$ cat src/rtl/unified_mem_arbiter_if.sv
// Bus bundle shared by the fetch/load-store requesters, the arbiter and the unified memory.
// slave: arbiter side; master: requester/memory/testbench side.
interface unified_mem_arbiter_if;
  logic        if_req;
  logic [31:0] if_addr;
  logic        if_gnt;
  logic        if_valid;
  logic [31:0] if_rdata;
  logic        d_req;
  logic        d_we;
  logic [31:0] d_addr;
  logic [31:0] d_wdata;
  logic [1:0]  d_size;
  logic        d_gnt;
  logic        d_valid;
  logic [31:0] d_rdata;
  logic        halt;
  logic        mem_en;
  logic        mem_we;
  logic [31:0] mem_addr;
  logic [31:0] mem_wdata;
  logic [1:0]  mem_size;
  logic [31:0] mem_rdata;
  logic        stall;
  logic        halted;

  modport slave (
    input  if_req, if_addr, d_req, d_we, d_addr, d_wdata, d_size, halt, mem_rdata,
    output if_gnt, if_valid, if_rdata, d_gnt, d_valid, d_rdata,
           mem_en, mem_we, mem_addr, mem_wdata, mem_size, stall, halted
  );

  modport master (
    output if_req, if_addr, d_req, d_we, d_addr, d_wdata, d_size, halt, mem_rdata,
    input  if_gnt, if_valid, if_rdata, d_gnt, d_valid, d_rdata,
           mem_en, mem_we, mem_addr, mem_wdata, mem_size, stall, halted
  );
endinterface

$ cat src/rtl/unified_mem_arbiter.sv
// Data-priority arbiter for the single-ported unified I/D memory, with stall and ebreak drain/freeze.
// Optional `define ARB_FAIR_EN adds a fetch starvation counter that forces a fetch grant after STARVE_MAX losses.
module unified_mem_arbiter #(
  parameter int unsigned MEM_LAT    = 1,
  parameter int unsigned STARVE_MAX = 4
) (
  input  logic                 clk,
  input  logic                 rst_n,
  unified_mem_arbiter_if.slave bus
);
  localparam int unsigned CNT_W = 3;

  if (MEM_LAT < 1 || MEM_LAT > 7 || STARVE_MAX < 1 || STARVE_MAX > 15) begin : g_param_check
    $error("unified_mem_arbiter: MEM_LAT or STARVE_MAX out of range");
  end

  typedef enum logic [1:0] {IDLE, BUSY_I, BUSY_D, HALTED} state_t;

  state_t           state;
  state_t           state_nxt;
  logic [CNT_W-1:0] cnt;
  logic             halt_pend;
  logic             grant_i;
  logic             grant_d;
  logic             busy;
  logic             last_beat;
  logic             fetch_first;

  assign busy      = (state == BUSY_I) || (state == BUSY_D);
  assign last_beat = busy && (cnt == CNT_W'(1));

`ifdef ARB_FAIR_EN
  localparam int unsigned STV_W = 4;
  logic [STV_W-1:0] starve;

  assign fetch_first = bus.if_req && bus.d_req && (starve >= STV_W'(STARVE_MAX));

  // Fetch losses to data; any fetch grant restarts the count
  always_ff @(posedge clk or negedge rst_n) begin
    if (!rst_n) begin
      starve <= '0;
    end else if (grant_i) begin
      starve <= '0;
    end else if (grant_d && bus.if_req) begin
      starve <= starve + STV_W'(1);
    end
  end
`else
  assign fetch_first = 1'b0;
`endif

  // State register
  always_ff @(posedge clk or negedge rst_n) begin
    if (!rst_n) begin
      state <= IDLE;
    end else begin
      state <= state_nxt;
    end
  end

  // Next state and grant decision; halt (live or latched while busy) beats any request
  always_comb begin
    state_nxt = state;
    grant_i   = 1'b0;
    grant_d   = 1'b0;
    case (state)
      IDLE: begin
        if (bus.halt || halt_pend) begin
          state_nxt = HALTED;
        end else if (bus.d_req && !fetch_first) begin
          grant_d   = 1'b1;
          state_nxt = BUSY_D;
        end else if (bus.if_req) begin
          grant_i   = 1'b1;
          state_nxt = BUSY_I;
        end
      end
      BUSY_I, BUSY_D: begin
        if (last_beat) begin
          state_nxt = IDLE;
        end
      end
      HALTED:  state_nxt = HALTED;
      default: state_nxt = IDLE;
    endcase
  end

  // Grants, stall and halted status
  always_comb begin
    bus.if_gnt = grant_i;
    bus.d_gnt  = grant_d;
    bus.halted = (state == HALTED);
    bus.stall  = 1'b0;
    case (state)
      BUSY_I, BUSY_D: bus.stall = 1'b1;
      IDLE:           bus.stall = (bus.if_req && !grant_i) || (bus.d_req && !grant_d);
      default:        bus.stall = 1'b0;
    endcase
  end

  // Memory command registers, latency counter and read-data capture
  always_ff @(posedge clk or negedge rst_n) begin
    if (!rst_n) begin
      bus.mem_en    <= 1'b0;
      bus.mem_we    <= 1'b0;
      bus.mem_addr  <= '0;
      bus.mem_wdata <= '0;
      bus.mem_size  <= '0;
      bus.if_valid  <= 1'b0;
      bus.if_rdata  <= '0;
      bus.d_valid   <= 1'b0;
      bus.d_rdata   <= '0;
      cnt           <= '0;
      halt_pend     <= 1'b0;
    end else begin
      bus.if_valid <= 1'b0;
      bus.d_valid  <= 1'b0;
      if (busy && bus.halt) begin
        halt_pend <= 1'b1;
      end
      if (grant_d) begin
        bus.mem_en    <= 1'b1;
        bus.mem_we    <= bus.d_we;
        bus.mem_addr  <= bus.d_addr;
        bus.mem_wdata <= bus.d_wdata;
        bus.mem_size  <= bus.d_size;
        cnt           <= CNT_W'(MEM_LAT);
      end else if (grant_i) begin
        bus.mem_en   <= 1'b1;
        bus.mem_we   <= 1'b0;
        bus.mem_addr <= bus.if_addr;
        bus.mem_size <= 2'b10;
        cnt          <= CNT_W'(MEM_LAT);
      end else if (last_beat) begin
        bus.mem_en <= 1'b0;
        cnt        <= '0;
        if (state == BUSY_I) begin
          bus.if_valid <= 1'b1;
          bus.if_rdata <= bus.mem_rdata;
        end else begin
          bus.d_valid <= 1'b1;
          if (!bus.mem_we) begin
            bus.d_rdata <= bus.mem_rdata;
          end
        end
      end else if (cnt != '0) begin
        cnt <= cnt - CNT_W'(1);
      end
    end
  end
endmodule
$ cat src/flat_wrapper.sv
// flat-port wrapper written by rule: the top's interface ports become plain ports
module unified_mem_arbiter_flat 
#(
  parameter int unsigned MEM_LAT    = 1,
  parameter int unsigned STARVE_MAX = 4
)
  (clk, rst_n, bus_if_req, bus_if_addr, bus_d_req, bus_d_we, bus_d_addr, bus_d_wdata, bus_d_size, bus_halt, bus_mem_rdata, bus_if_gnt, bus_if_valid, bus_if_rdata, bus_d_gnt, bus_d_valid, bus_d_rdata, bus_mem_en, bus_mem_we, bus_mem_addr, bus_mem_wdata, bus_mem_size, bus_stall, bus_halted);
  unified_mem_arbiter_if bus_i ();
  input  logic clk;
  input  logic rst_n;
  input wire logic [$bits(bus_i.if_req)-1:0] bus_if_req;
  input wire logic [$bits(bus_i.if_addr)-1:0] bus_if_addr;
  input wire logic [$bits(bus_i.d_req)-1:0] bus_d_req;
  input wire logic [$bits(bus_i.d_we)-1:0] bus_d_we;
  input wire logic [$bits(bus_i.d_addr)-1:0] bus_d_addr;
  input wire logic [$bits(bus_i.d_wdata)-1:0] bus_d_wdata;
  input wire logic [$bits(bus_i.d_size)-1:0] bus_d_size;
  input wire logic [$bits(bus_i.halt)-1:0] bus_halt;
  input wire logic [$bits(bus_i.mem_rdata)-1:0] bus_mem_rdata;
  output wire logic [$bits(bus_i.if_gnt)-1:0] bus_if_gnt;
  output wire logic [$bits(bus_i.if_valid)-1:0] bus_if_valid;
  output wire logic [$bits(bus_i.if_rdata)-1:0] bus_if_rdata;
  output wire logic [$bits(bus_i.d_gnt)-1:0] bus_d_gnt;
  output wire logic [$bits(bus_i.d_valid)-1:0] bus_d_valid;
  output wire logic [$bits(bus_i.d_rdata)-1:0] bus_d_rdata;
  output wire logic [$bits(bus_i.mem_en)-1:0] bus_mem_en;
  output wire logic [$bits(bus_i.mem_we)-1:0] bus_mem_we;
  output wire logic [$bits(bus_i.mem_addr)-1:0] bus_mem_addr;
  output wire logic [$bits(bus_i.mem_wdata)-1:0] bus_mem_wdata;
  output wire logic [$bits(bus_i.mem_size)-1:0] bus_mem_size;
  output wire logic [$bits(bus_i.stall)-1:0] bus_stall;
  output wire logic [$bits(bus_i.halted)-1:0] bus_halted;
  assign bus_i.if_req = bus_if_req;
  assign bus_i.if_addr = bus_if_addr;
  assign bus_i.d_req = bus_d_req;
  assign bus_i.d_we = bus_d_we;
  assign bus_i.d_addr = bus_d_addr;
  assign bus_i.d_wdata = bus_d_wdata;
  assign bus_i.d_size = bus_d_size;
  assign bus_i.halt = bus_halt;
  assign bus_i.mem_rdata = bus_mem_rdata;
  assign bus_if_gnt = bus_i.if_gnt;
  assign bus_if_valid = bus_i.if_valid;
  assign bus_if_rdata = bus_i.if_rdata;
  assign bus_d_gnt = bus_i.d_gnt;
  assign bus_d_valid = bus_i.d_valid;
  assign bus_d_rdata = bus_i.d_rdata;
  assign bus_mem_en = bus_i.mem_en;
  assign bus_mem_we = bus_i.mem_we;
  assign bus_mem_addr = bus_i.mem_addr;
  assign bus_mem_wdata = bus_i.mem_wdata;
  assign bus_mem_size = bus_i.mem_size;
  assign bus_stall = bus_i.stall;
  assign bus_halted = bus_i.halted;
  unified_mem_arbiter #(.MEM_LAT(MEM_LAT), .STARVE_MAX(STARVE_MAX)) u_core (.clk(clk), .rst_n(rst_n), .bus(bus_i));
endmodule
$ cat config.mk
export PLATFORM = sky130hd
export DESIGN_NAME = unified_mem_arbiter_flat
export DESIGN_NICKNAME = d
export VERILOG_FILES = /design/src/rtl/unified_mem_arbiter_if.sv /design/src/rtl/unified_mem_arbiter.sv /design/src/flat_wrapper.sv
export SDC_FILE = /design/constraint.sdc
export NUM_CORES = 1
export LEC_CHECK = 0
export ABC_CLOCK_PERIOD_IN_PS = 4930
export CORE_MARGIN = 2
export CORE_UTILIZATION = 45
export DETAILED_ROUTE_END_ITERATION = 7
export GPL_ROUTABILITY_DRIVEN = 1
export GPL_TIMING_DRIVEN = 0
export HOLD_SLACK_MARGIN = 0.12
export MAX_ROUTING_LAYER = met4
export PLACE_DENSITY = 0.86
export SYNTH_ARGS = -nofsm -noshare
export SYNTH_HDL_FRONTEND = slang
export SYNTH_SLANG_ARGS = --single-unit
$ cat constraint.sdc
create_clock -name clk -period 4.93 [get_ports clk]
set_input_delay 0.493 -clock clk [delete_from_list [all_inputs] [get_ports clk]]
set_output_delay 0.493 -clock clk [all_outputs]
set_load 0.02 [all_outputs]
==> impl_metrics.json, run 1 <==
{
  "drt_iter0_drc": 133,
  "number_of_clock_buffers_inserted_by_tritoncts": 17,
  "floorplan.rows": 41,
  "synth_largest_area_cell": "sky130_fd_sc_hd__dfrtp_1",
  "outcome": "finished, final reports clean",
  "dr_vias": 4169,
  "synth_cell_types": 35,
  "first_global_vias": 4725,
  "core-area_mm2": 0.0128,
  "synthesis.nets": 514,
  "critPathCaptureType": "primary output",
  "min-delay-path-class": "primary input to asynchronous set/reset pin",
  "worst_ir_drop_vdd_mv": 0.204,
  "startpoint_type": "primary input",
  "place_worst_setup_slack_ns": 1.40,
  "fraction_of_final_layout_cells_with_drive_strength_greater_than_1_pct": 31.5,
  "timing_max_transition_violations_final": 0,
  "die_x_um": 119,
  "postCtsSetupBuffers": 0,
  "critPathMostFrequentCell": "sky130_fd_sc_hd__clkdlybuf4s50_1",
  "report.final.setup_viol": 0,
  "synthCells": 371,
  "area_growth_pct": 60.5,
  "post-route-drc-count": 0,
  "worst_clock_skew_ns": 0.00577,
  "cts_tree": "done",
  "wire_per_inst_um": 17.6,
  "clkTransAtPathRegs_ns": 0.06,
  "vias_per_cell": 4.91,
  "cts-htree-levels": 4,
  "critPathKind": "primary input to primary output",
  "fin_nets": 807,
  "power-per-cell-area_mw_per_mm2": 276,
  "worst_ep_arrival_time_ns": 3.04,
  "yosys.area.top_type_share_pct": 58.9,
  "worstSkewPairLatency_ns": 0.41,
  "critical_path.cell_chain": "clkdlybuf4s50_1 > clkbuf_1 > buf_1 > o22ai_1 > a21boi_0 > o21ba_2 > clkdlybuf4s50_1",
  "mappedNetlistArea_mm2": 0.00594,
  "detailed_routed_wire_length_on_met2_um": 7870,
  "grt_pass1_wl_um": 24300,
  "worst-endpoint-required_ns": 4.44,
  "seq_area_frac_synth_pct": 58.9,
  "overflow": 0,
  "floorplan.initialDensity_pct": 46.5,
  "timing.max_slew.rel_slack_pct": 50.0,
  "final_min_period_over_clock_period_pct": 71.6,
  "rsz_0062_raised_after_global_routing": "false",
  "timing.fmax_mhz": 283,
  "worstRegToRegCells": 7,
  "drt-met1-wl_um": 5740,
  "critical-path-slowest-cell": "sky130_fd_sc_hd__clkdlybuf4s50_1",
  "peak_fanout_along_the_critical_path": 10,
  "total_wire_length_um": 15000,
  "grt_start_max_net_pins": 84,
  "detailed_place_hpwl_um": 11400,
  "yosys_warnings": 0,
  "fin_hold_ws_ns": 0.147,
  "worstMarginPinSlew_ns": 0.750,
  "drtPass1Iterations": 4,
  "post_cts_hold_buffer_count": 0,
  "floorplan.die_area_mm2": 0.0141,
  "antenna_found_initial": 0,
  "lkg_pwr_nw": 4.40,
  "mean_instance_size_in_the_synthesized_netlist_um2": 16.0,
  "antenna_cells_inserted": 0,
  "globalRouteTotalUtil_pct": 22.8,
  "cts_sink_cnt": 140,
  "ctsLongestPathBuffers": 2,
  "route.antenna.remaining_nets": 0,
  "io-pin-count": 274,
  "placed_area_mm2": 0.00892,
  "synth.ff_latch_count": 140,
  "drv_cap": 0,
  "final.min_clock_period_ns": 3.53,
  "clock-root-buffer": "sky130_fd_sc_hd__clkbuf_16",
  "max_stage_delay_ns": 0.61,
  "postLayoutSetupSlackWorst_ns": 1.40,
  "layout.filler_cells": 776,
  "routed.top_layer": "met4",
  "hold_violations": 0,
  "final_area_mm2": 0.00954,
  "count_of_instances_resized_after_the_clock_tree_is_built": 0,
  "die_height_um": 119,
  "met3WireLength_um": 1060,
  "port-buffer-count": 273,
  "synth_top_cells_by_area": "sky130_fd_sc_hd__dfrtp_1, sky130_fd_sc_hd__mux2_2, sky130_fd_sc_hd__mux2_4, sky130_fd_sc_hd__ha_1, sky130_fd_sc_hd__buf_12",
  "finalWeightedCongestion": 0.829
}
layer usage:
| layer | GRT usage [%] | vias up |
|---|---|---|
| met5 | - | - |
| met4 | 8.71 | 0 |
| met3 | 6.70 | 23 |
| met2 | 39.3 | 188 |
| met1 | 24.8 | 2052 |
| li1 | - | 1906 |
placed cells by master (no fill, tap or decap), types with 2 or more instances in the layout:
cell,count
sky130_fd_sc_hd__dfrtp_1,140
sky130_fd_sc_hd__clkbuf_16,17
sky130_fd_sc_hd__buf_4,3
sky130_fd_sc_hd__buf_2,6
sky130_fd_sc_hd__mux2_2,133
sky130_fd_sc_hd__bufinv_16,3
sky130_fd_sc_hd__nor2_1,5
sky130_fd_sc_hd__clkdlybuf4s50_1,272
sky130_fd_sc_hd__buf_6,3
sky130_fd_sc_hd__ha_1,7
sky130_fd_sc_hd__clkinv_4,2
sky130_fd_sc_hd__buf_12,3
sky130_fd_sc_hd__a21boi_0,2
sky130_fd_sc_hd__a21oi_1,2
sky130_fd_sc_hd__mux2_4,29
sky130_fd_sc_hd__clkinvlp_4,2
sky130_fd_sc_hd__nand2_1,3
sky130_fd_sc_hd__clkbuf_1,5
sky130_fd_sc_hd__a22o_1,2
sky130_fd_sc_hd__nor3_1,4
sky130_fd_sc_hd__clkinv_2,3
sky130_fd_sc_hd__inv_1,7
sky130_fd_sc_hd__clkbuf_8,4
worst paths after layout:
path                            slack [ns]                                 end                           from
worst max-delay path                  1.40                           bus_stall                      bus_d_req
worst min-delay path                  0.15   u_core.bus.d_rdata[2]$_DFFE_PN0P_                          rst_n
worst max register to register        2.55  u_core.bus.d_rdata[23]$_DFFE_PN0P_    u_core.state[1]$_DFFE_PN0P_
worst min register to register        0.49       u_core.bus.mem_en$_DFFE_PN0P_  u_core.bus.mem_en$_DFFE_PN0P_
max in group asynchronous             4.05  u_core.bus.mem_addr[2]$_DFFE_PN0P_                          rst_n
min in group clk                      0.49       u_core.bus.mem_en$_DFFE_PN0P_  u_core.bus.mem_en$_DFFE_PN0P_
worst max-delay path, delay by kind of cell:
kind                   cells  cell delay, ns
AOI/OAI and AO/OA          3            0.52
buffers and inverters      4            2.02
flip-flops by register name, indices dropped and copies added (netlist names):
name,count
u_core.bus.d_valid,1
u_core.bus.d_rdata,32
u_core.cnt,3
u_core.bus.mem_addr,32
u_core.bus.mem_size,2
u_core.bus.mem_we,1
u_core.bus.mem_en,1
u_core.state,2
u_core.bus.if_valid,1
u_core.halt_pend,1
u_core.bus.if_rdata,32
u_core.bus.mem_wdata,32
final cells by class:
| class | instances | area, µm² | area share, % |
|---|---|---|---|
| Timing Repair Buffer | 274 | 2760 | 28.9 |
| Tap cell | 172 | 215 | 2.26 |
| Multi-Input combinational cell | 205 | 2260 | 23.7 |
| Inverter | 7 | 26.3 | 0.275 |
| Buffer | 19 | 154 | 1.61 |
| Sequential cell | 140 | 3500 | 36.7 |
| Clock buffer | 22 | 484 | 5.07 |
| Clock inverter | 10 | 138 | 1.44 |
report_power, final:
group	switching (mW)	internal (mW)	leakage, nW
combinational	0.0544	0.116	2.15
clock	0.464	0.848	0.302
sequential	0	1.15	1.94
total	0.519	2.11	4.40
kinds of logic (layout without fill, tap and decap cells):
group | count (synthesis) | count (layout) | synth area share [%]
and+or+nand+nor | 19 | 19 | 1.77
buffers and inverters | 26 | 332 | 3.03
DFF | 140 | 140 | 58.9
muxes | 162 | 162 | 32.5
adders and majority gates | 7 | 7 | 1.47
AOI/OAI and AO/OA | 16 | 16 | 2.13
xor gates and xnor gates | 1 | 1 | 0.147
synth_stat cells:
cell / n
sky130_fd_sc_hd__clkbuf_1: 4
sky130_fd_sc_hd__xor2_1: 1
sky130_fd_sc_hd__a311oi_1: 1
sky130_fd_sc_hd__nand3b_1: 1
sky130_fd_sc_hd__o21ai_0: 1
sky130_fd_sc_hd__nor3_1: 4
sky130_fd_sc_hd__and3b_1: 1
sky130_fd_sc_hd__nand2b_1: 1
sky130_fd_sc_hd__buf_6: 2
sky130_fd_sc_hd__mux2_2: 133
sky130_fd_sc_hd__nor2_1: 5
sky130_fd_sc_hd__o21ba_2: 1
sky130_fd_sc_hd__a32oi_1: 1
sky130_fd_sc_hd__mux2_4: 29
sky130_fd_sc_hd__buf_4: 3
sky130_fd_sc_hd__or3b_1: 1
sky130_fd_sc_hd__a21oi_1: 2
sky130_fd_sc_hd__buf_2: 6
sky130_fd_sc_hd__o211a_1: 1
sky130_fd_sc_hd__o22ai_1: 1
sky130_fd_sc_hd__and3_1: 1
sky130_fd_sc_hd__a22o_1: 2
sky130_fd_sc_hd__a21boi_0: 2
sky130_fd_sc_hd__buf_12: 3
sky130_fd_sc_hd__inv_1: 7
sky130_fd_sc_hd__ha_1: 7
sky130_fd_sc_hd__nor2_4: 1
sky130_fd_sc_hd__o211ai_2: 1
sky130_fd_sc_hd__or2_2: 1
sky130_fd_sc_hd__dfrtp_1: 140
sky130_fd_sc_hd__buf_1: 1
sky130_fd_sc_hd__nand2_1: 3
sky130_fd_sc_hd__a21o_1: 1
sky130_fd_sc_hd__a31oi_1: 1
sky130_fd_sc_hd__a2bb2oi_1: 1
through the flow:
stage / power, mW / utilization [%] / instances / TNS, ns
after floorplan: 1.20 / - / 371 / 0
after global placement: 1.33 / 69.6 / 816 / -257.58
after detailed placement: 1.34 / 69.8 / 817 / 0
after CTS: 2.66 / 74.7 / 849 / 0
after global routing: 2.73 / 74.7 / 849 / 0
final: 2.63 / 74.7 / 849 / 0
Note: power is estimated with default switching activity, not from simulation.
==> inputs of run 2 (changes only) <==
--- a/config.mk
+++ b/config.mk
@@ -5,15 +5,15 @@
 export SDC_FILE = /design/constraint.sdc
 export NUM_CORES = 1
 export LEC_CHECK = 0
-export ABC_CLOCK_PERIOD_IN_PS = 4930
+export ABC_CLOCK_PERIOD_IN_PS = 3100
 export CORE_MARGIN = 2
-export CORE_UTILIZATION = 45
+export CORE_UTILIZATION = 38
 export DETAILED_ROUTE_END_ITERATION = 7
 export GPL_ROUTABILITY_DRIVEN = 1
 export GPL_TIMING_DRIVEN = 0
 export HOLD_SLACK_MARGIN = 0.12
 export MAX_ROUTING_LAYER = met4
-export PLACE_DENSITY = 0.86
+export PLACE_DENSITY = 0.78
 export SYNTH_ARGS = -nofsm -noshare
 export SYNTH_HDL_FRONTEND = slang
 export SYNTH_SLANG_ARGS = --single-unit
==> constraint.sdc (replaced) <==
create_clock -name clk -period 3.1 [get_ports clk]
set_input_delay 0.31 -clock clk [delete_from_list [all_inputs] [get_ports clk]]
set_output_delay 0.31 -clock clk [all_outputs]
set_load 0.02 [all_outputs]
==> run 2 against run 1 <==
Against the previous run:
- utilization decreased by 12 points
- sequential power up 59%
- clock power increased by 40%
- hold slack better by 0.28 ns
- critical path type unchanged
- largest cell class unchanged
- highest routed layer unchanged
==> impl_metrics.json, run 2 (synthesized netlist as in run 1, its figures left out) <==
{
  "power_frac_seq_pct": 46.5,
  "drt_iter0_drc": 107,
  "grt_pass1_wl_um": 23300,
  "layout.cells.most_common": "sky130_fd_sc_hd__clkdlybuf4s50_1",
  "peak_fanout_along_the_critical_path": 10,
  "cts_sink_cnt": 140,
  "antenna_cells_inserted": 0,
  "min-delay-path-class": "primary input to asynchronous set/reset pin",
  "critPathKind": "primary input to primary output",
  "final.min_clock_period_ns": 2.94,
  "netSwitchingPower_mw": 0.831,
  "layout.filler_cells": 1184,
  "mostFrequentLayoutCells": "sky130_fd_sc_hd__clkdlybuf4s50_1, sky130_fd_sc_hd__dfrtp_1, sky130_fd_sc_hd__mux2_2, sky130_fd_sc_hd__mux2_4, sky130_fd_sc_hd__clkbuf_16",
  "wire_per_inst_um": 16.8,
  "critPathCaptureType": "primary output",
  "timing_max_transition_violations_final": 0,
  "drv_cap": 0,
  "worst_clock_skew_ns": 0.00926,
  "critical_path.cell_chain": "clkdlybuf4s50_1 > clkbuf_1 > buf_2 > o22ai_1 > a21boi_0 > o21ba_2 > clkdlybuf4s50_1",
  "final_min_period_over_clock_period_pct": 94.7,
  "postCtsSetupBuffers": 0,
  "post-route-drc-count": 0,
  "power-per-cell-area_mw_per_mm2": 413,
  "crit_start": "bus_d_req",
  "core-area_mm2": 0.0153,
  "antenna_found_initial": 0,
  "vias_per_cell": 4.67,
  "port-buffer-count": 273,
  "timing.fmax_mhz": 341,
  "startpoint_type": "primary input",
  "hold_violations": 0,
  "die_height_um": 129,
  "p_clk_share_pct": 46.6,
  "cts_tree": "done",
  "rsz_0062_raised_after_global_routing": "false",
  "report.final.setup_viol": 0,
  "max_stage_delay_ns": 0.61,
  "globalRouteTotalUtil_pct": 18.7,
  "dpl.cell_count": 856,
  "worst_ir_drop_vdd_mv": 0.310,
  "dr_vias": 4144,
  "combPwrFrac_pct": 6.9,
  "clkTransAtPathRegs_ns": 0.06,
  "int_power_mw": 3.10,
  "swShare_pct": 21.2,
  "lkg_pwr_nw": 4.37,
  "io-pin-count": 274,
  "critical-path-slowest-cell": "sky130_fd_sc_hd__clkdlybuf4s50_1",
  "floorplan.die_area_mm2": 0.0167,
  "fin_hold_ws_ns": 0.425,
  "detailed_place_hpwl_um": 11400,
  "total_power_mw": 3.93,
  "floorplan.rows": 45,
  "ctsLongestPathBuffers": 2,
  "total_wire_length_um": 14900,
  "fraction_of_final_layout_cells_with_drive_strength_greater_than_1_pct": 31.5,
  "number_of_clock_buffers_inserted_by_tritoncts": 17,
  "placed_area_mm2": 0.00897,
  "place_worst_setup_slack_ns": -0.0433,
  "finalNonFillerCells": 888,
  "grt_start_max_net_pins": 92,
  "critPathMostFrequentCell": "sky130_fd_sc_hd__clkdlybuf4s50_1",
  "die_x_um": 129,
  "area_growth_pct": 60.1,
  "final_area_mm2": 0.00952,
  "route.antenna.remaining_nets": 0,
  "overflow": 0,
  "cts-htree-levels": 4,
  "first_global_vias": 4688,
  "worst_r2r_startpoint": "u_core.state[1]$_DFFE_PN0P_",
  "timing.max_slew.rel_slack_pct": 63.7,
  "worst-endpoint-required_ns": 2.79,
  "floorplan.initialDensity_pct": 39.0,
  "worstMarginPinSlew_ns": 0.544,
  "finalWeightedCongestion": 0.807,
  "clock-root-buffer": "sky130_fd_sc_hd__clkbuf_16",
  "worstSkewPairLatency_ns": 0.41,
  "fin_nets": 807,
  "final_core_util_pct": 62.4,
  "postLayoutSetupSlackWorst_ns": 0.164,
  "worst_ep_arrival_time_ns": 2.63,
  "outcome": "finished, final reports clean",
  "setup_tns_ns": 0,
  "drtPass1Iterations": 4
}
run 2: changes by cell type in the layout (fill, tap and decap cells not counted):
cell	before	now
sky130_fd_sc_hd__clkinv_2	3	5
sky130_fd_sc_hd__dlygate4sd3_1	0	1
sky130_fd_sc_hd__bufinv_16	3	0
sky130_fd_sc_hd__buf_1	1	0
sky130_fd_sc_hd__inv_6	0	1
sky130_fd_sc_hd__clkbuf_8	4	3
sky130_fd_sc_hd__buf_2	6	7
run 2: path summary, 6_finish.rpt:
check                                                       to  slack, ns  cells past startpoint
setup reg to reg            u_core.bus.d_rdata[15]$_DFFE_PN0P_       0.78                      7
setup / recovery                                     bus_stall       0.16                      7
hold / removal             u_core.bus.mem_wdata[7]$_DFFE_PN0P_       0.42                      2
min in group clk            u_core.bus.mem_size[1]$_DFFE_PN0P_       0.46                      3
max in group asynchronous  u_core.bus.if_rdata[22]$_DFFE_PN0P_       1.84                      3
hold reg to reg                  u_core.bus.mem_en$_DFFE_PN0P_       0.48                      2
run 2: metal layers:
metal / GRT usage [%] / part of all wire [%] / vias up
met4: 5.50 / 1.5 / 0
met1: 20.5 / 39 / 2052
met5: - / 0 / -
met3: 6.48 / 8.5 / 17
li1: - / - / 1898
met2: 32.2 / 51 / 177
run 2: power by group through the flow:
stage,combinational (mW),sequential (mW),clock [mW]
2_1_floorplan,0.0468,1.86,0
3_3_place_gp,0.261,1.86,0
3_5_place_dp,0.273,1.86,0
4_1_cts,0.276,1.83,1.88
5_1_grt,0.294,1.83,1.97
6_report,0.271,1.83,1.83
run 2: timing repair:
item	in CTS	in global routing
hold buffers	1	0
hold endpoints to repair	49	0
resized for setup	1	0
setup endpoints to repair	1	1
pin swaps	0	0
run 2: layout make-up:
type	instances	area, µm²	share of cell area [%]
Sequential cell	140	3500	36.8
Clock buffer	22	474	4.98
Clock inverter	10	66.3	0.697
Timing Repair Buffer	275	2770	29.1
Tap cell	211	264	2.77
Multi-Input combinational cell	205	2260	23.8
Inverter	7	26.3	0.276
Buffer	18	151	1.59
run 2: worst max-delay path: cells and delay by family:
family	cells	cell delay, ns
compound gates	3	0.48
buf+inv	4	1.83
